[config.mk]
export PLATFORM = sky130hd
export DESIGN_NAME = ps2_mouse_ctrl
export DESIGN_NICKNAME = d
export VERILOG_FILES = /design/src/rtl/ps2_mouse_pkg.sv /design/src/rtl/ps2_timeout.sv /design/src/rtl/ps2_mouse_ctrl.sv
export SDC_FILE = /design/constraint.sdc
export NUM_CORES = 1
export LEC_CHECK = 0
export CAP_MARGIN = 20
export CORE_ASPECT_RATIO = 1.1
export CORE_UTILIZATION = 30
export CTS_BUF_LIST = sky130_fd_sc_hd__clkbuf_16
export CTS_CLUSTER_DIAMETER = 150
export DETAILED_ROUTE_END_ITERATION = 10
export PLACE_DENSITY = 0.51
export SLEW_MARGIN = 20
export SYNTH_ARGS = -nofsm -noshare
export SYNTH_HDL_FRONTEND = slang
export SYNTH_SLANG_ARGS = --single-unit
[constraint.sdc]
create_clock -name clk -period 2.8 [get_ports clk]
set_input_delay 0.7 -clock clk [delete_from_list [all_inputs] [get_ports clk]]
set_output_delay 0.7 -clock clk [all_outputs]
set_load 0.01 [all_outputs]
[src/rtl/ps2_mouse_pkg.sv]
// ps2_mouse_pkg: PS/2 mouse command/response byte constants and controller state encoding
package ps2_mouse_pkg;

    localparam logic [7:0] CMD_RESET    = 8'hFF;
    localparam logic [7:0] CMD_ENABLE   = 8'hF4;
    localparam logic [7:0] RSP_ACK      = 8'hFA;
    localparam logic [7:0] RSP_RESEND   = 8'hFE;
    localparam logic [7:0] RSP_BAT_OK   = 8'hAA;
    localparam logic [7:0] RSP_BAT_FAIL = 8'hFC;

    typedef enum logic [3:0] {
        IDLE,
        SEND_RST,
        WAIT_ACK1,
        WAIT_BAT,
        WAIT_ID,
        SEND_EN,
        WAIT_ACK2,
        STREAM_B1,
        STREAM_B2,
        STREAM_B3,
        ERROR
    } state_t;

endpackage

[src/rtl/ps2_timeout.sv]
// ps2_timeout: loadable response watchdog, one-cycle expired pulse after CYCLES enabled clocks
module ps2_timeout #(
    parameter int CYCLES = 25_000_000
) (
    input  logic clk,
    input  logic rst,
    input  logic load,
    input  logic en,
    output logic expired
);

    localparam int W = $clog2(CYCLES + 1);

    logic [W-1:0] cnt;

    // reload on any activity, otherwise count down while the watched state is active
    always_ff @(posedge clk) begin
        if (rst || load)
            cnt <= W'(CYCLES);
        else if (en && cnt != '0)
            cnt <= cnt - 1'b1;
    end

    assign expired = en && !load && cnt == W'(1);

endmodule

[src/rtl/ps2_mouse_ctrl.sv]
// ps2_mouse_ctrl: PS/2 mouse bring-up sequencer and stream packet decoder (watchdog via PS2_MOUSE_TIMEOUT_EN)
module ps2_mouse_ctrl
    import ps2_mouse_pkg::*;
#(
    parameter int RESEND_MAX     = 3,
    parameter int TIMEOUT_CYCLES = 25_000_000
) (
    input  logic       clk,
    input  logic       rst,
    input  logic       start,
    output logic       tx_trig,
    output logic [7:0] tx_byte,
    input  logic       tx_done,
    output logic       rx_en,
    input  logic       rx_valid,
    input  logic [7:0] rx_byte,
    output logic       init_done,
    output logic       init_err,
    output logic       pkt_valid,
    output logic [2:0] btn,
    output logic [8:0] dx,
    output logic [8:0] dy,
    output logic       x_ovf,
    output logic       y_ovf,
    output logic       sync_err
);

    localparam int RW = $clog2(RESEND_MAX + 2);

    state_t        state;
    logic [RW-1:0] retry;
    logic [7:0]    b1, b2;
    logic          tmo;

`ifdef PS2_MOUSE_TIMEOUT_EN
    state_t prev;

    // remembers last state so a state entry can reload the watchdog
    always_ff @(posedge clk) prev <= rst ? IDLE : state;

    ps2_timeout #(.CYCLES(TIMEOUT_CYCLES)) u_tmo (
        .clk     (clk),
        .rst     (rst),
        .load    (state != prev || rx_valid || tx_done),
        .en      (!(state inside {IDLE, ERROR, STREAM_B1})),
        .expired (tmo)
    );
`else
    assign tmo = 1'b0;
`endif

    // bring-up sequencing, packet assembly and all registered outputs
    always_ff @(posedge clk) begin
        if (rst) begin
            state     <= IDLE;
            retry     <= '0;
            tx_trig   <= 1'b0;
            tx_byte   <= 8'h00;
            rx_en     <= 1'b0;
            init_done <= 1'b0;
            init_err  <= 1'b0;
            pkt_valid <= 1'b0;
            btn       <= 3'b000;
            dx        <= 9'd0;
            dy        <= 9'd0;
            x_ovf     <= 1'b0;
            y_ovf     <= 1'b0;
            sync_err  <= 1'b0;
            b1        <= 8'h00;
            b2        <= 8'h00;
        end else begin
            pkt_valid <= 1'b0;
            sync_err  <= 1'b0;
            case (state)
                IDLE, ERROR: begin
                    if (start) begin
                        state    <= SEND_RST;
                        retry    <= '0;
                        init_err <= 1'b0;
                    end
                end
                SEND_RST, SEND_EN: begin
                    if (tx_trig && tx_done) begin
                        tx_trig <= 1'b0;
                        rx_en   <= 1'b1;
                        state   <= (state == SEND_RST) ? WAIT_ACK1 : WAIT_ACK2;
                    end else if (tmo) begin
                        tx_trig  <= 1'b0;
                        init_err <= 1'b1;
                        state    <= ERROR;
                    end else if (!tx_trig) begin
                        tx_trig <= 1'b1;
                        tx_byte <= (state == SEND_RST) ? CMD_RESET : CMD_ENABLE;
                    end
                end
                WAIT_ACK1, WAIT_ACK2: begin
                    if (rx_valid) begin
                        if (rx_byte == RSP_ACK) begin
                            retry     <= '0;
                            init_done <= (state == WAIT_ACK2);
                            state     <= (state == WAIT_ACK1) ? WAIT_BAT : STREAM_B1;
                        end else if (rx_byte == RSP_RESEND && retry != RW'(RESEND_MAX)) begin
                            retry <= retry + 1'b1;
                            rx_en <= 1'b0;
                            state <= (state == WAIT_ACK1) ? SEND_RST : SEND_EN;
                        end else begin
                            rx_en    <= 1'b0;
                            init_err <= 1'b1;
                            state    <= ERROR;
                        end
                    end else if (tmo) begin
                        rx_en    <= 1'b0;
                        init_err <= 1'b1;
                        state    <= ERROR;
                    end
                end
                WAIT_BAT: begin
                    if (rx_valid && rx_byte == RSP_BAT_OK) begin
                        state <= WAIT_ID;
                    end else if (rx_valid || tmo) begin
                        rx_en    <= 1'b0;
                        init_err <= 1'b1;
                        state    <= ERROR;
                    end
                end
                WAIT_ID: begin
                    if (rx_valid) begin
                        rx_en <= 1'b0;
                        state <= SEND_EN;
                    end else if (tmo) begin
                        rx_en    <= 1'b0;
                        init_err <= 1'b1;
                        state    <= ERROR;
                    end
                end
                STREAM_B1: begin
                    if (rx_valid && rx_byte[3]) begin
                        b1    <= rx_byte;
                        state <= STREAM_B2;
                    end else if (rx_valid) begin
                        sync_err <= 1'b1;
                    end
                end
                STREAM_B2: begin
                    if (rx_valid) begin
                        b2    <= rx_byte;
                        state <= STREAM_B3;
                    end else if (tmo) begin
                        sync_err <= 1'b1;
                        state    <= STREAM_B1;
                    end
                end
                STREAM_B3: begin
                    if (rx_valid) begin
                        pkt_valid <= 1'b1;
                        btn       <= b1[2:0];
                        dx        <= {b1[4], b2};
                        dy        <= {b1[5], rx_byte};
                        x_ovf     <= b1[6];
                        y_ovf     <= b1[7];
                        state     <= STREAM_B1;
                    end else if (tmo) begin
                        sync_err <= 1'b1;
                        state    <= STREAM_B1;
                    end
                end
                default: state <= IDLE;
            endcase
        end
    end

endmodule

==> flow_summary.json, run 1 <==
{
  "hold_viol_final": 0,
  "slowest_stage": "clkdlybuf4s50_1",
  "coreArea_um2": 7870,
  "postCtsHoldBufs": 0,
  "synth_area_leaders": "dfxtp_1 44%, nand2_1 8.8%, a21oi_1 7.0%, mux2i_1 7.0%, nor2_1 4.5%",
  "cts_buffer_depth": 2,
  "powerDensity_nw_per_um2": 689,
  "die_height_um": 96.3,
  "grt_pass1_wl_mm": 9.74,
  "setup_viol": 0,
  "drive_above_1_share_pct": 11.3,
  "crit_path_end_kind": "flop",
  "grt_overflow": 0,
  "io-pin-count": 50,
  "rows": 34,
  "num-nets-final": 349,
  "cts.repair.resized": 0,
  "layout_commonest_cell": "nand2_1",
  "synth_area_um2": 2420,
  "wl_per_cell_um": 13.5,
  "dr.pass1.iters": 7,
  "fin_area_um2": 3190,
  "synth.distinct_cells": 49,
  "critPathArrivalTime_ns": 2.50,
  "relSlewSlack_pct": 67.4,
  "yosysTopAreaCellShare_pct": 43.8,
  "grt_usage_pct": 14.9,
  "yosysWarnings": 0,
  "worstPathMaxFanout": 5,
  "antenna_found_initial": 0,
  "placed_cell_area_um2": 3040,
  "gp_congestion": 0.886,
  "drc_errors": 2,
  "max_freq_mhz": 429,
  "clk_latency_ns": 0.29,
  "max_stage_delay_ns": 0.59,
  "yosysSeqAreaShare_pct": 43.8,
  "io_buffer_count": 49,
  "fin_skew_ns": 0.00488,
  "startpoint_type": "input pin",
  "fin_crit_ns": 2.33,
  "totalWireLength_mm": 5.99,
  "timing.final.crit_share_pct": 83.3,
  "worst_pin_slew_ns": 0.488,
  "dp_hpwl_mm": 4.29,
  "avgSynthCellArea_um2": 8.59,
  "synthFlopType": "dfxtp_1",
  "fin_util_pct": 40.5,
  "initial_core_util_pct": 30.8,
  "yosysTopAreaCell": "dfxtp_1",
  "synthCells": 282,
  "clkSlewWorstSetupHoldPaths_ns": 0.07,
  "cts_tree": "built",
  "crit_path_cell_trace": "clkdlybuf4s50_1 > or4b_4 > nor3_4 > a211oi_1 > o311ai_1 > a21oi_1",
  "synth_edf_count": 0,
  "ir_drop_uv": 270,
  "h-tree-depth": 2,
  "violations": "design-rule violations",
  "antennaDiodeCount": 0,
  "drt-initial-drc-count": 127,
  "finalSetupTns_ns": 0,
  "grt_pass1_vias": 2019,
  "most-common-layout-cells": "57 x nand2_1, 53 x dfxtp_1, 48 x clkdlybuf4s50_1",
  "worst-setup-path-type": "in2reg",
  "rsz0062_at_grt": "false",
  "total_power_mw": 2.20,
  "p_leak_nw": 1.18,
  "min_path_type": "reg2reg",
  "grt_max_degree": 41,
  "max_cap_violations": 0,
  "syn_to_final_growth_pct": 31.5,
  "async_reset_ff_share_pct": 0,
  "dieArea_um2": 8440,
  "outcome": "finished, violations left",
  "post_cts_buffers": 0,
  "synth_seq_cells": 53,
  "cp.required_ns": 2.97,
  "cts_made_buffers": 5,
  "syn-num-nets": 297,
  "die-width_um": 87.7,
  "final.fill_count": 815,
  "root_buffer": "clkbuf_16",
  "num_vias": 2117,
  "slew_viol_final": 0,
  "clkSinkCount": 53,
  "viasPerCell": 4.78,
  "postRouteAntennaNets": 0
}
-- flip-flops by register name, indices dropped and copies added (netlist names), 2 cells and up --
| signal | count |
|---|---|
| tx_byte | 2 |
| btn | 3 |
| dy | 9 |
| retry | 3 |
| dx | 9 |
| state | 4 |
| b1 | 7 |
| b2 | 8 |
-- Yosys cell counts, types with 2 or more instances --
master and count:
inv_1 7, dfxtp_1 53, a31oi_1 2, a22o_1 2, a211o_1 2, buf_4 6
buf_6 5, nand2b_1 4, nor2b_1 2, nand3_1 2, a21oi_1 34, nor3_1 8
buf_2 5, nor2_1 29, ha_1 2, or4_1 2, o21a_1 3, o21ai_1 2
nand2_1 57, o21ai_0 3, nor3_4 2, mux2i_1 17, clkbuf_1 7
-- final timing paths --
| kind | start | to | slack [ns] | cells past startpoint |
|---|---|---|---|---|
| setup / recovery | rx_valid | state[3]$_SDFFE_PP0P_ | 0.47 | 6 |
| hold / removal | x_ovf$_SDFFE_PP0P_ | x_ovf$_SDFFE_PP0P_ | 0.45 | 2 |
| setup reg to reg | state[1]$_SDFFE_PP0P_ | b1[4]$_SDFFE_PP0P_ | 0.86 | 6 |
| hold reg to reg | x_ovf$_SDFFE_PP0P_ | x_ovf$_SDFFE_PP0P_ | 0.45 | 2 |
-- cell type report --
class	instances	area, µm²	area share [%]
Tap cell	108	135	4.24
Sequential cell	53	1060	33.3
Clock buffer	5	125	3.93
Multi-Input combinational cell	199	1190	37.4
Timing Repair Buffer	68	628	19.7
Inverter	7	26.3	0.824
Clock inverter	3	18.8	0.589
-- per-layer routing --
| layer | vias to the layer above | GRT usage, % | part of all wire, % |
|---|---|---|---|
| met2 | 53 | 24.0 | 45 |
| met3 | 5 | 3.69 | 4.2 |
| met4 | 0 | 5.05 | 0.95 |
| met1 | 989 | 19.4 | 49 |
| met5 | - | 0 | 0 |
| li1 | 1070 | - | - |
-- worst max-delay path: cells and delay by family --
family / cells / cell delay, ns
buffers and inverters: 1 / 0.59
AO/OA/AOI/OAI: 3 / 0.49
AND/OR/NAND/NOR: 2 / 0.73
-- where the power goes --
part           switching (mW)  internal, mW
sequential             0.0800         0.807
clock                   0.283         0.329
combinational           0.358         0.340
total                   0.721          1.48
-- kinds of logic (layout without fill, tap and decap cells) --
logic type	Yosys count	count (layout)	share of synthesized area, %
and+or+nand+nor	117	117	24.0
adders and majority gates	2	2	1.03
DFF	53	53	43.8
xor gates and xnor gates	1	1	0.361
muxes	18	18	7.49
AOI/OAI and AO/OA	61	61	16.0
buffers and inverters	30	83	7.38
-- per-stage QoR --
step / std cells / worst slack (ns) / hold slack, ns
finish: 443 / 0.467 / 0.453
global route: 443 / 0.397 / 0.472
CTS: 443 / 0.500 / 0.456
detailed placement: 435 / 0.195 / 0.446
global placement: 435 / 0.200 / 0.440
floorplan: 282 / 0.763 / 0.431
No activity file was read; power rests on OpenSTA's default activity.
==> inputs of run 2 (changes only) <==
Settings changed: PLACE_DENSITY 0.51 to 0.52.
Clock period 2.8 ns to 2 ns, I/O delays scaled along.
==> flow_summary.json, run 2 (synthesized netlist as in run 1, its figures left out) <==
{
  "worst-setup-path-type": "in2reg",
  "cp.required_ns": 2.19,
  "root_buffer": "clkbuf_16",
  "most-common-layout-cells": "57 x nand2_1, 53 x dfxtp_1, 43 x clkdlybuf4s50_1",
  "critPathTopFamily": "simple AND/OR/NAND/NOR gates",
  "powerDensity_nw_per_um2": 962,
  "p_leak_nw": 1.26,
  "crit_path_cell_trace": "clkdlybuf4s50_1 > nand4_4 > nor3_4 > o32a_1 > or4b_1 > o211a_1",
  "die-width_um": 87.7,
  "fin_skew_ns": 0.00258,
  "worst_pin_slew_ns": 0.367,
  "wl_per_cell_um": 13.7,
  "grt_pass1_wl_mm": 10.2,
  "critPathArrivalTime_ns": 2.11,
  "num_vias": 2160,
  "coreArea_um2": 7870,
  "relSlewSlack_pct": 75.3,
  "worstPathMaxFanout": 5,
  "clk_latency_ns": 0.29,
  "grt_pass1_vias": 2005,
  "top_regs": "dx x9, dy x9, b2 x8",
  "cts_tree": "built",
  "fin_crit_ns": 1.92,
  "max_stage_delay_ns": 0.48,
  "setup_viol": 0,
  "rsz0062_at_grt": "true",
  "grt_max_degree": 30,
  "outcome": "finished, violations left",
  "drt-initial-drc-count": 121,
  "max_cap_violations": 0,
  "io-pin-count": 50,
  "layout_commonest_cell": "nand2_1",
  "startpoint_type": "input pin",
  "dieArea_um2": 8440,
  "antenna_found_initial": 0,
  "slew_viol_final": 0,
  "dp_hpwl_mm": 4.56,
  "syn_to_final_growth_pct": 37.0,
  "postCtsHoldBufs": 0,
  "die_height_um": 96.3,
  "drc_errors": 1,
  "initial_core_util_pct": 30.8,
  "io_buffer_count": 49,
  "rows": 34,
  "num-nets-final": 362,
  "drive_above_1_share_pct": 14.9,
  "timing.final.crit_share_pct": 96.2,
  "clkSinkCount": 53,
  "viasPerCell": 4.74,
  "cts_made_buffers": 5,
  "hold_viol_final": 0,
  "postRouteAntennaNets": 0,
  "crit_buf_inv": 1,
  "clkSlewWorstSetupHoldPaths_ns": 0.07,
  "dp.cells": 448,
  "final.fill_count": 811,
  "ir_drop_uv": 346,
  "totalWireLength_mm": 6.26,
  "gp_congestion": 0.895,
  "grt_usage_pct": 15.7,
  "grt_overflow": 0,
  "violations": "design-rule violations",
  "crit_path_end_kind": "flop",
  "min_path_type": "reg2reg",
  "dr.pass1.iters": 8,
  "antennaDiodeCount": 0,
  "h-tree-depth": 2,
  "total_power_mw": 3.19,
  "max_freq_mhz": 520,
  "slowest_stage": "or4b_1",
  "cts_buffer_depth": 2,
  "fin_cells": 456
}
==> run 2: through the flow <==
step / TNS [ns] / worst slack, ns / hold WS, ns / utilization [%] / cell area (µm²)
finish: 0 / 0.0751 / 0.453 / 42.2 / 3320
global route: -0.0156 / -0.0156 / 0.477 / 42.2 / 3320
CTS: 0 / 0.0541 / 0.457 / 42.1 / 3310
detailed placement: -12.05 / -0.370 / 0.447 / 40.2 / 3170
global placement: -11.37 / -0.354 / 0.438 / 40.2 / 3170
floorplan: 0 / 0.163 / 0.431 / - / 2420
==> run 2: timing repair <==
action	CTS	global route
setup buffers	0	0
setup endpoints to repair	13	3
pin swaps	2	0
resized for setup	5	2
==> run 2: final cells by class <==
cell class	count	area, µm²	area share [%]
Clock buffer	5	125	3.77
Clock inverter	3	18.8	0.565
Inverter	7	26.3	0.791
Multi-Input combinational cell	199	1210	36.3
Sequential cell	53	1060	32.0
Tap cell	108	135	4.07
Timing Repair Buffer	81	748	22.5
==> run 2: power breakdown <==
| group | internal, mW | switching (mW) |
|---|---|---|
| logic | 0.572 | 0.564 |
| registers | 1.13 | 0.0773 |
| clock network | 0.460 | 0.391 |
| total | 2.16 | 1.03 |
==> run 2: layer usage <==
metal | vias up | part of all wire [%] | track usage, %
li1 | 1092 | - | -
met1 | 1019 | 51 | 22.8
met2 | 42 | 44 | 23.4
met3 | 7 | 3.1 | 3.17
met4 | 0 | 1.2 | 4.23
met5 | - | 0 | 0
==> run 2: path summary, 6_finish.rpt <==
check                     endpoint  slack [ns]                   from  cells past startpoint
min reg2reg    btn[2]$_SDFFE_PP0P_        0.45    btn[2]$_SDFFE_PP0P_                      2
min            btn[2]$_SDFFE_PP0P_        0.45    btn[2]$_SDFFE_PP0P_                      2
max          init_err$_SDFFE_PP0P_        0.08             rx_byte[7]                      6
max reg2reg  init_err$_SDFFE_PP0P_        0.15  state[2]$_SDFFE_PP0P_                      5
==> run 2: tightest hold or removal path: cells and delay by family (launching register included) <==
family	cells	cell delay [ns]
flip-flops	1	0.31
AO/OA/AOI/OAI	1	0.05
AND/OR/NAND/NOR	1	0.05
